--- config.mk ---
export PLATFORM = sky130hd
export DESIGN_NAME = packet_reduce
export DESIGN_NICKNAME = d
export VERILOG_FILES = /design/src/rtl/packet_reduce.sv
export SDC_FILE = /design/constraint.sdc
export NUM_CORES = 1
export LEC_CHECK = 0
export ABC_CLOCK_PERIOD_IN_PS = 3900
export CAP_MARGIN = 20
export CORE_UTILIZATION = 30
export CTS_BUF_LIST = sky130_fd_sc_hd__clkbuf_4 sky130_fd_sc_hd__clkbuf_8 sky130_fd_sc_hd__clkbuf_16
export DETAILED_ROUTE_END_ITERATION = 16
export SLEW_MARGIN = 30
export SYNTH_ARGS = -nofsm -noshare
export SYNTH_HDL_FRONTEND = slang
export SYNTH_SLANG_ARGS = --single-unit
--- constraint.sdc ---
create_clock -name clk -period 3.9 [get_ports clk]
set_input_delay 0.585 -clock clk [delete_from_list [all_inputs] [get_ports clk]]
set_output_delay 0.585 -clock clk [all_outputs]
set_load 0.01 [all_outputs]
--- src/rtl/packet_reduce.sv ---
// Streaming AND/OR/XOR reduction over a valid/ready packet of WIDTH-bit words.
// Optional sticky count-overflow flag enabled by defining PACKET_REDUCE_OVF_EN.
module packet_reduce #(
    parameter  int WIDTH     = 4,
    parameter  int MAX_WORDS = 16,
    localparam int CW        = $clog2(MAX_WORDS + 1)
) (
    input  logic             clk,
    input  logic             rst,
    input  logic             in_valid,
    output logic             in_ready,
    input  logic [WIDTH-1:0] in_data,
    input  logic             in_last,
    output logic             out_valid,
    input  logic             out_ready,
    output logic             out_and,
    output logic             out_nand,
    output logic             out_or,
    output logic             out_nor,
    output logic             out_xor,
    output logic             out_xnor,
`ifdef PACKET_REDUCE_OVF_EN
    output logic             out_ovf,
`endif
    output logic [CW-1:0]    out_count
);

    typedef enum logic [0:0] {
        ACCUM = 1'b0,
        HOLD  = 1'b1
    } state_t;

    localparam logic [CW-1:0] CNT_MAX  = CW'(MAX_WORDS);
    localparam logic [CW-1:0] CNT_ONE  = CW'(1);
    localparam logic [CW-1:0] CNT_ZERO = {CW{1'b0}};

    // Word-level reduction helpers.
    function automatic logic word_and(input logic [WIDTH-1:0] w);
        return &w;
    endfunction

    function automatic logic word_or(input logic [WIDTH-1:0] w);
        return |w;
    endfunction

    function automatic logic word_parity(input logic [WIDTH-1:0] w);
        return ^w;
    endfunction

    state_t          state_r;
    logic            acc_and_r;
    logic            acc_or_r;
    logic            acc_xor_r;
    logic [CW-1:0]   cnt_r;
    logic            in_ready_r;
    logic            out_valid_r;
    logic            take_s;
    logic            at_max_s;
    logic [CW-1:0]   cnt_next_s;
`ifdef PACKET_REDUCE_OVF_EN
    logic            acc_ovf_r;
`endif

    // Input acceptance and saturating count step.
    always_comb begin
        take_s     = 1'b0;
        at_max_s   = 1'b0;
        cnt_next_s = cnt_r;
        if (in_valid && in_ready_r) begin
            take_s = 1'b1;
        end else begin
            take_s = 1'b0;
        end
        if (cnt_r == CNT_MAX) begin
            at_max_s   = 1'b1;
            cnt_next_s = cnt_r;
        end else begin
            at_max_s   = 1'b0;
            cnt_next_s = cnt_r + CNT_ONE;
        end
    end

    // Packet FSM with accumulators and registered handshake flags.
    always_ff @(posedge clk) begin
        if (rst) begin
            state_r     <= ACCUM;
            acc_and_r   <= 1'b1;
            acc_or_r    <= 1'b0;
            acc_xor_r   <= 1'b0;
            cnt_r       <= CNT_ZERO;
            in_ready_r  <= 1'b1;
            out_valid_r <= 1'b0;
`ifdef PACKET_REDUCE_OVF_EN
            acc_ovf_r   <= 1'b0;
`endif
        end else begin
            case (state_r)
                ACCUM: begin
                    if (take_s) begin
                        acc_and_r <= acc_and_r & word_and(in_data);
                        acc_or_r  <= acc_or_r | word_or(in_data);
                        acc_xor_r <= acc_xor_r ^ word_parity(in_data);
                        cnt_r     <= cnt_next_s;
`ifdef PACKET_REDUCE_OVF_EN
                        acc_ovf_r <= acc_ovf_r | at_max_s;
`endif
                        if (in_last) begin
                            state_r     <= HOLD;
                            in_ready_r  <= 1'b0;
                            out_valid_r <= 1'b1;
                        end
                    end
                end
                HOLD: begin
                    // Result leaves; clear for the next packet, no same-cycle accept.
                    if (out_ready) begin
                        state_r     <= ACCUM;
                        acc_and_r   <= 1'b1;
                        acc_or_r    <= 1'b0;
                        acc_xor_r   <= 1'b0;
                        cnt_r       <= CNT_ZERO;
                        in_ready_r  <= 1'b1;
                        out_valid_r <= 1'b0;
`ifdef PACKET_REDUCE_OVF_EN
                        acc_ovf_r   <= 1'b0;
`endif
                    end
                end
                default: begin
                    state_r     <= ACCUM;
                    acc_and_r   <= 1'b1;
                    acc_or_r    <= 1'b0;
                    acc_xor_r   <= 1'b0;
                    cnt_r       <= CNT_ZERO;
                    in_ready_r  <= 1'b1;
                    out_valid_r <= 1'b0;
`ifdef PACKET_REDUCE_OVF_EN
                    acc_ovf_r   <= 1'b0;
`endif
                end
            endcase
        end
    end

    // A word presented while reset is asserted must never look accepted.
    assign in_ready  = in_ready_r & ~rst;
    assign out_valid = out_valid_r;
    assign out_and   = acc_and_r;
    assign out_nand  = ~acc_and_r;
    assign out_or    = acc_or_r;
    assign out_nor   = ~acc_or_r;
    assign out_xor   = acc_xor_r;
    assign out_xnor  = ~acc_xor_r;
    assign out_count = cnt_r;
`ifdef PACKET_REDUCE_OVF_EN
    assign out_ovf   = acc_ovf_r;
`endif

endmodule

; Word-level counts from Yosys, hierarchy flattened
; Index checks and enable logic that the tools add are counted.
; W data, S select, Z words.
[totals]
regBits = 11
output_inout_bits = 13
wordCells = 52
[op_classes]
n_eq_ne = 5
n_mux = 23
n_bitwise = 9
n_addsub = 1
n_reduce_logical = 7
[op_table]
columns = op, count
row1 = $mux W5, 3
row2 = $mux W1, 13
row3 = $pmux W1 S2, 6
row4 = $pmux W5 S2, 1
row5 = $ne A2 B2 Y1 const B, 4
row6 = $reduce_and A3 Y1, 2
row7 = $add A5 B1 Y5 const B, 1
row8 = $eq A5 B5 Y1 const B, 1
row9 = $not A1 Y1, 5
row10 = $reduce_and A4 Y1, 1
row11 = $reduce_or A4 Y1, 1
row12 = $reduce_xor A4 Y1, 1
row13 = $and A1 B1 Y1, 2
row14 = $reduce_and A2 Y1, 1
row15 = $logic_and A1 B1 Y1, 1
row16 = $or A1 B1 Y1, 1
row17 = $xor A1 B1 Y1, 1

; Depth between registers and ports, before layout
; Gate-level depths: netlist of run 1.
[logic_depth]
depth_word = 4
mapped_depth = 5
depth_no_buf = 5

; Least setup slack after synthesis of run 1
; Ideal clock, no wire load.
[synth_path]
kind = input to output
startpoint = input rst
endpoint = output in_ready
setup_slack_ps = 2389
cell_stages = 2
t_arrival_ps = 926
path_cell_list = buf_2 > nor2b_1
[synth_between]
elab_chain_cells = 2
[synth_lines]
columns = element, line_no
row1 = start: declaration, 9  ; input logic rst,
row2 = $not A1 Y1, 146  ; assign in_ready = in_ready_r & ~rst;
row3 = $and A1 B1 Y1, 146
row4 = end: declaration, 11  ; output logic in_ready,
; No other way between the ends.

; Worst setup path after layout of run 1
; Ends and elaborated chain as after synthesis.

==> Flow_metrics.wiki, run 1 <==
{| class="wikitable"
! Metric !! Value
|-
| H-tree lvl count || 1
|-
| Core ar. || 1982 sq um
|-
| Clock transition at the registers of the reported paths || 80 ps
|-
| Required time reported for the critical path endpoint || 3310 ps
|-
| Hold_buf cts || 0
|-
| Post-synthesis register bit count || 11
|-
| Share of final-layout standard cells stronger than drive strength 1 || 0.07292
|-
| Overall overflow remaining after global route || 0
|-
| Unrepaired setup endpoints after global routing || false
|-
| Inserted Clock Buffers || 3
|-
| Yosys synthesis warning count || 0
|-
| Post-cts repair resize count || 0
|-
| Post-route clock skew || 6.902 ps
|-
| Vias post-DR || 571
|-
| Die area || 2337 sq um
|-
| Post-synthesis instance total || 73
|-
| Number of cells on the worst reg-to-reg path || 5
|-
| N_diodes || 0
|-
| Insertion delay to the later sink of the worst-skew pair || 270 ps
|-
| Detailed-route DRC error count || 0
|-
| Largest net degree at the start of global routing || 13
|-
| Grt met3 use || 0.04403
|-
| Starting density of the core || 0.3251
|-
| Finish-stage setup viols || 0
|-
| Combined area of all synthesized cells || 644.4 sq um
|-
| Area Growth Syn to Fin || 40.97%
|-
| Max Transition Viols Final || 0
|-
| Vias per std cell || 4.642
|-
| Count of max-cap constraint violations || 0
|-
| Global-route wire length before repair || 2332 microns
|-
| Drt pass-1 iters || 4
|-
| Net count of the finished layout || 112
|-
| Top-level port count || 22
|-
| Synth top cells by count || dfxtp_1 (11), inv_1 (11), nand2_1 (7)
|-
| Number of clock sinks || 11
|-
| Met2 Usage GRT || 0.2042
|-
| Top area cells in the synthesized netlist || dfxtp_1 (34%), ha_1 (12%), inv_1 (6.4%)
|-
| Global-route track usage on met1 || 0.1528
|-
| Cell Rows || 16
|-
| Number of hold violations in the final report || 0
|-
| Clock tree from TritonCTS || done
|-
| PD cells || 322.8 nW/um^2
|-
| Min-Delay Path Depth || 2
|-
| Worst Path Class, Setup || in -> out
|-
| HPWL after DPL || 1006 microns
|-
| Asr flop ratio synth || 0
|-
| Setup_tns || 0 ps
|-
| Synthesized area per cell || 8.827 sq um
|-
| Final routed wire length divided by cell count || 10.87 microns
|-
| Upper clock frequency limit || 0.4018 GHz
|-
| Leakage power summed over all cells || 0.3756 nW
|-
| Number of enable-type register cells in the synthesized netlist || 0
|-
| Number of nets with antenna violations after detailed routing || 0
|-
| Root buffer selected by CTS || clkbuf_4
|-
| WP data arrival || 1900 ps
|-
| Fin crit share || 0.6381
|-
| Flip-flop cell with the highest count after synthesis || dfxtp_1
|-
| Peak VDD IR || 0.1557 mV
|-
| Maximum clock insertion buffer count || 2
|-
| Iteration-0 DRC count of the detailed router || 6
|-
| Class of the worst hold path || reg -> reg
|-
| Number of setup buffers added after CTS || 0
|-
| Area share of the leading cell type in the synthesized netlist || 0.3417
|-
| Register-to-register path setup slack || 2370 ps
|-
| Setup crit end kind || output port
|-
| Sequential-to-total area share from yosys stat || 0.3417
|-
| Syn nets || 88
|-
| Kind of start point of the critical path || input port
|-
| Outcome || finished, final reports clean
|-
| Pwr Total || 0.2932 mW
|-
| Port Buffer Count || 21
|-
| Minimum period implied by the final worst setup slack || 2489 ps
|-
| Biggest area consumer among synthesized cells || dfxtp_1
|-
| Global Route Usage Sum || 0.1274
|-
| Post-Layout Inst Area || 908.4 sq um
|-
| Netlist cell types || 30
|-
| Transition time of the tightest slew-check pin || 391.7 ps
|-
| Relative slew slack || 0.7388
|-
| Number of global-route vias before repair || 541
|-
| Final WL || 1337 microns
|-
| GR peak layer || met2
|-
| Die width || 48.35 microns
|-
| Routability congestion estimate || 0.7004
|-
| Crit path max fanout || 11
|-
| Antenna violations before repair || 0
|-
| Die span in y || 48.35 microns
|-
| Post-Place Cell Area || 878.3 sq um
|}
[placed cells by master, fill, tap and decap left out]
cell / netlist / routed
a21oi_1: 4 / 4
a22oi_1: 1 / 1
a31oi_1: 1 / 1
a32oi_1: 1 / 1
a41oi_1: 1 / 1
and4bb_1: 1 / 1
clkbuf_4: 0 / 4
clkdlybuf4s50_1: 0 / 21
dfxtp_1: 11 / 11
ha_1: 6 / 6
inv_1: 11 / 11
mux2_4: 1 / 1
mux2i_1: 2 / 2
nand2_1: 7 / 7
nand2b_1: 1 / 1
nand3_1: 3 / 3
nand3b_1: 1 / 1
nand3b_4: 1 / 1
nand4b_1: 1 / 1
nor2_1: 2 / 2
nor2b_1: 2 / 2
nor3_1: 1 / 1
nor3b_1: 1 / 1
nor4b_1: 1 / 1
o21a_1: 1 / 1
o21a_4: 1 / 1
o21ai_0: 4 / 4
o21ai_1: 1 / 1
o311a_1: 1 / 1
or4_1: 1 / 1
xnor2_1: 1 / 1
[per-layer routing]
metal | vias up | routed length (microns)
li1 | 300 | -
met1 | 255 | 667
met2 | 16 | 599
met3 | 0 | 70
met4 | 0 | 0
met5 | - | 0
[critical path, cell delays in order]
cell and delay [ps]:
clkdlybuf4s50_1 580, nor2b_1 190, clkdlybuf4s50_1 550
[cells by family (layout without fill, tap and decap cells)]
family          after synthesis  in the layout  synth area share
mux                           3              3           0.05436
xor+xnor                      1              1           0.01359
simple gates                 23             23            0.2253
compound gates               16             16            0.1689
buf+inv                      13             36           0.07961
fa+ha+maj                     6              6            0.1165
flops                        11             11            0.3417
[through the flow]
stage	setup WS, ps	cells	util	hold WS (ps)
after floorplan	2389	73	-	477.6
after global placement	1447	119	0.4432	438.1
after CTS	1410	123	0.4583	464.2
final	1411	123	0.4583	466.2
after detailed placement	1410	119	0.4432	445.3
after global routing	1354	123	0.4583	495.1
[layout make-up]
type	instances	area [sq um]
clock buffers	4	30.03
fillers	198	1074
inverters	11	41.29
multi-input cells	49	372.9
flip-flops and latches	11	220.2
well taps	27	33.78
repair buffers	21	210.2
[flip-flops by register name (all words and copies together) (netlist names)]
signal / flops
out_and: 1
out_valid: 1
out_count: 5
state_r: 1
out_xor: 1
out_or: 1
in_ready_r: 1
[where the power goes]
part	internal (mW)	leakage [nW]	total, mW	switching (mW)
logic	0.0452	0.267	0.0776	0.0324
registers	0.121	0.0902	0.130	0.00916
clock network	0.0465	0.0184	0.0852	0.0388
[worst paths after layout]
check,startpoint,endpoint
worst max-delay path,rst,in_ready
worst min-delay path,out_valid,out_valid
worst max register to register,out_count[0],out_count[4]
worst min register to register,out_valid,out_valid
Power figures use the tool's default switching activity.
==> run 2: changes to the inputs <==
--- a/config.mk
+++ b/config.mk
@@ -5,7 +5,7 @@
 export SDC_FILE = /design/constraint.sdc
 export NUM_CORES = 1
 export LEC_CHECK = 0
-export ABC_CLOCK_PERIOD_IN_PS = 3900
+export ABC_CLOCK_PERIOD_IN_PS = 2100
 export CAP_MARGIN = 20
 export CORE_UTILIZATION = 30
 export CTS_BUF_LIST = sky130_fd_sc_hd__clkbuf_4 sky130_fd_sc_hd__clkbuf_8 sky130_fd_sc_hd__clkbuf_16
==> constraint.sdc (replaced) <==
create_clock -name clk -period 2.1 [get_ports clk]
set_input_delay 0.315 -clock clk [delete_from_list [all_inputs] [get_ports clk]]
set_output_delay 0.315 -clock clk [all_outputs]
set_load 0.01 [all_outputs]
==> Flow_metrics.wiki, run 2 (same netlist as run 1, synthesis figures left out) <==
{| class="wikitable"
! Metric !! Value
|-
| Number of global-route vias before repair || 538
|-
| Setup_tns || 0 ps
|-
| Die width || 48.35 microns
|-
| Commonest cells after routing, fill and taps aside || clkdlybuf4s50_1 (21), inv_1 (11), dfxtp_1 (11)
|-
| Inserted Clock Buffers || 3
|-
| Antenna violations before repair || 0
|-
| Finish-stage setup viols || 0
|-
| Number of setup buffers added after CTS || 0
|-
| Number of hold violations in the final report || 0
|-
| Overall overflow remaining after global route || 0
|-
| Setup crit end kind || output port
|-
| Final-layout fill cell count || 201
|-
| Count of max-cap constraint violations || 0
|-
| Area Growth Syn to Fin || 42.14%
|-
| Commonest non-fill, non-tap cell in the layout || clkdlybuf4s50_1
|-
| Kind of start point of the critical path || input port
|-
| N_diodes || 0
|-
| Vias per std cell || 4.653
|-
| Starting density of the core || 0.3251
|-
| Insertion delay to the later sink of the worst-skew pair || 260 ps
|-
| Global-route wire length before repair || 2297 microns
|-
| Peak VDD IR || 0.2730 mV
|-
| Transition time of the tightest slew-check pin || 408.2 ps
|-
| Area of combinational cells with multiple inputs || 372.9 sq um
|-
| Port Buffer Count || 21
|-
| Fin crit share || 0.8312
|-
| Source of the worst register-to-register timing path || out_count[0]
|-
| Net count of the finished layout || 113
|-
| HPWL after DPL || 978.7 microns
|-
| Relative slew slack || 0.7278
|-
| Largest net degree at the start of global routing || 13
|-
| Outcome || finished, final reports clean
|-
| Die span in y || 48.35 microns
|-
| Routability congestion estimate || 0.7214
|-
| Number of nets with antenna violations after detailed routing || 0
|-
| Class of the worst hold path || reg -> reg
|-
| Pwr Total || 0.5471 mW
|-
| WP data arrival || 1430 ps
|-
| Final routed wire length divided by cell count || 10.59 microns
|-
| Detailed-route DRC error count || 0
|-
| Cell Rows || 16
|-
| Drt pass-1 iters || 3
|-
| Max Transition Viols Final || 0
|-
| DP Cell Count || 120
|-
| Number of clock sinks || 11
|-
| Leakage power summed over all cells || 0.3804 nW
|-
| End of the worst register-to-register path || out_count[4]
|-
| Share of final-layout standard cells stronger than drive strength 1 || 0.08247
|-
| Vias post-DR || 577
|-
| Hold_buf cts || 0
|-
| Core ar. || 1982 sq um
|-
| Global Route Usage Sum || 0.1234
|-
| Root buffer selected by CTS || clkbuf_4
|-
| Final WL || 1313 microns
|-
| CP startpoint || rst
|-
| Iteration-0 DRC count of the detailed router || 6
|-
| Post-route clock skew || 1.056 ps
|-
| H-tree lvl count || 1
|-
| Worst setup path endpoint || in_ready
|-
| Fin cells || 124
|-
| Die area || 2337 sq um
|-
| Unrepaired setup endpoints after global routing || false
|-
| Area taken by flip-flops and latches || 220.2 sq um
|-
| Register-to-register path setup slack || 560 ps
|-
| Required time reported for the critical path endpoint || 1780 ps
|-
| Crit path max fanout || 2
|-
| PD cells || 597.3 nW/um^2
|-
| Top-level port count || 22
|-
| Minimum period implied by the final worst setup slack || 1746 ps
|-
| Max FFs per register || 5
|-
| Number of cells on the worst reg-to-reg path || 5
|-
| Worst Path Class, Setup || in -> out
|-
| Clock tree from TritonCTS || done
|-
| Upper clock frequency limit || 0.5729 GHz
|-
| Maximum clock insertion buffer count || 2
|-
| Post-cts repair resize count || 0
|-
| Clock transition at the registers of the reported paths || 70 ps
|}
[run 2: power by group]
group / switching, mW / internal, mW
Combinational: 0.0613 / 0.0856
Clock: 0.0713 / 0.0862
Sequential: 0.0176 / 0.225
Total: 0.150 / 0.397
[run 2: worst min path at each step]
stage               cells past startpoint  slack (ps)        from    endpoint
finish                                  2         460   out_valid   out_valid
global route                            2         520     out_xor     out_xor
CTS                                     2         470   out_valid   out_valid
detailed placement                      2         450   out_valid   out_valid
global placement                        2         440   out_valid   out_valid
floorplan                               2         480  in_ready_r  in_ready_r
[run 2: worst max-delay path, cell delays in order]
cell	delay, ps
clkdlybuf4s50_1	450
nor2b_1	120
clkdlybuf4s50_1	540
[run 2: area by class of cell]
cell class / count / area share
Inverter: 11 / 0.04508
Sequential cell: 11 / 0.2404
Timing Repair Buffer: 22 / 0.2377
Clock buffer: 4 / 0.03279
Tap cell: 27 / 0.03689
Multi-Input combinational cell: 49 / 0.4071
[run 2: metrics by stage]
step	instance area (sq um)	util	setup slack [ps]	hold WS, ps
after floorplan	644.4	-	608.9	477.6
after global placement	885.9	0.4470	359.1	444.3
after detailed placement	885.9	0.4470	360.5	451.4
after CTS	915.9	0.4621	360.5	469.4
after global routing	915.9	0.4621	348.4	515.6
final	915.9	0.4621	354.5	463.7
[run 2: metal layers]
| layer | GRT usage | share of wire | up-vias | wire length, microns |
|---|---|---|---|---|
| li1 | - | - | 300 | - |
| met3 | 0.03145 | 0.063 | 0 | 83 |
| met1 | 0.1567 | 0.53 | 261 | 691 |
| met2 | 0.2089 | 0.41 | 16 | 538 |
| met5 | 0 | 0 | - | 0 |
| met4 | 0.02941 | 0 | 0 | 0 |
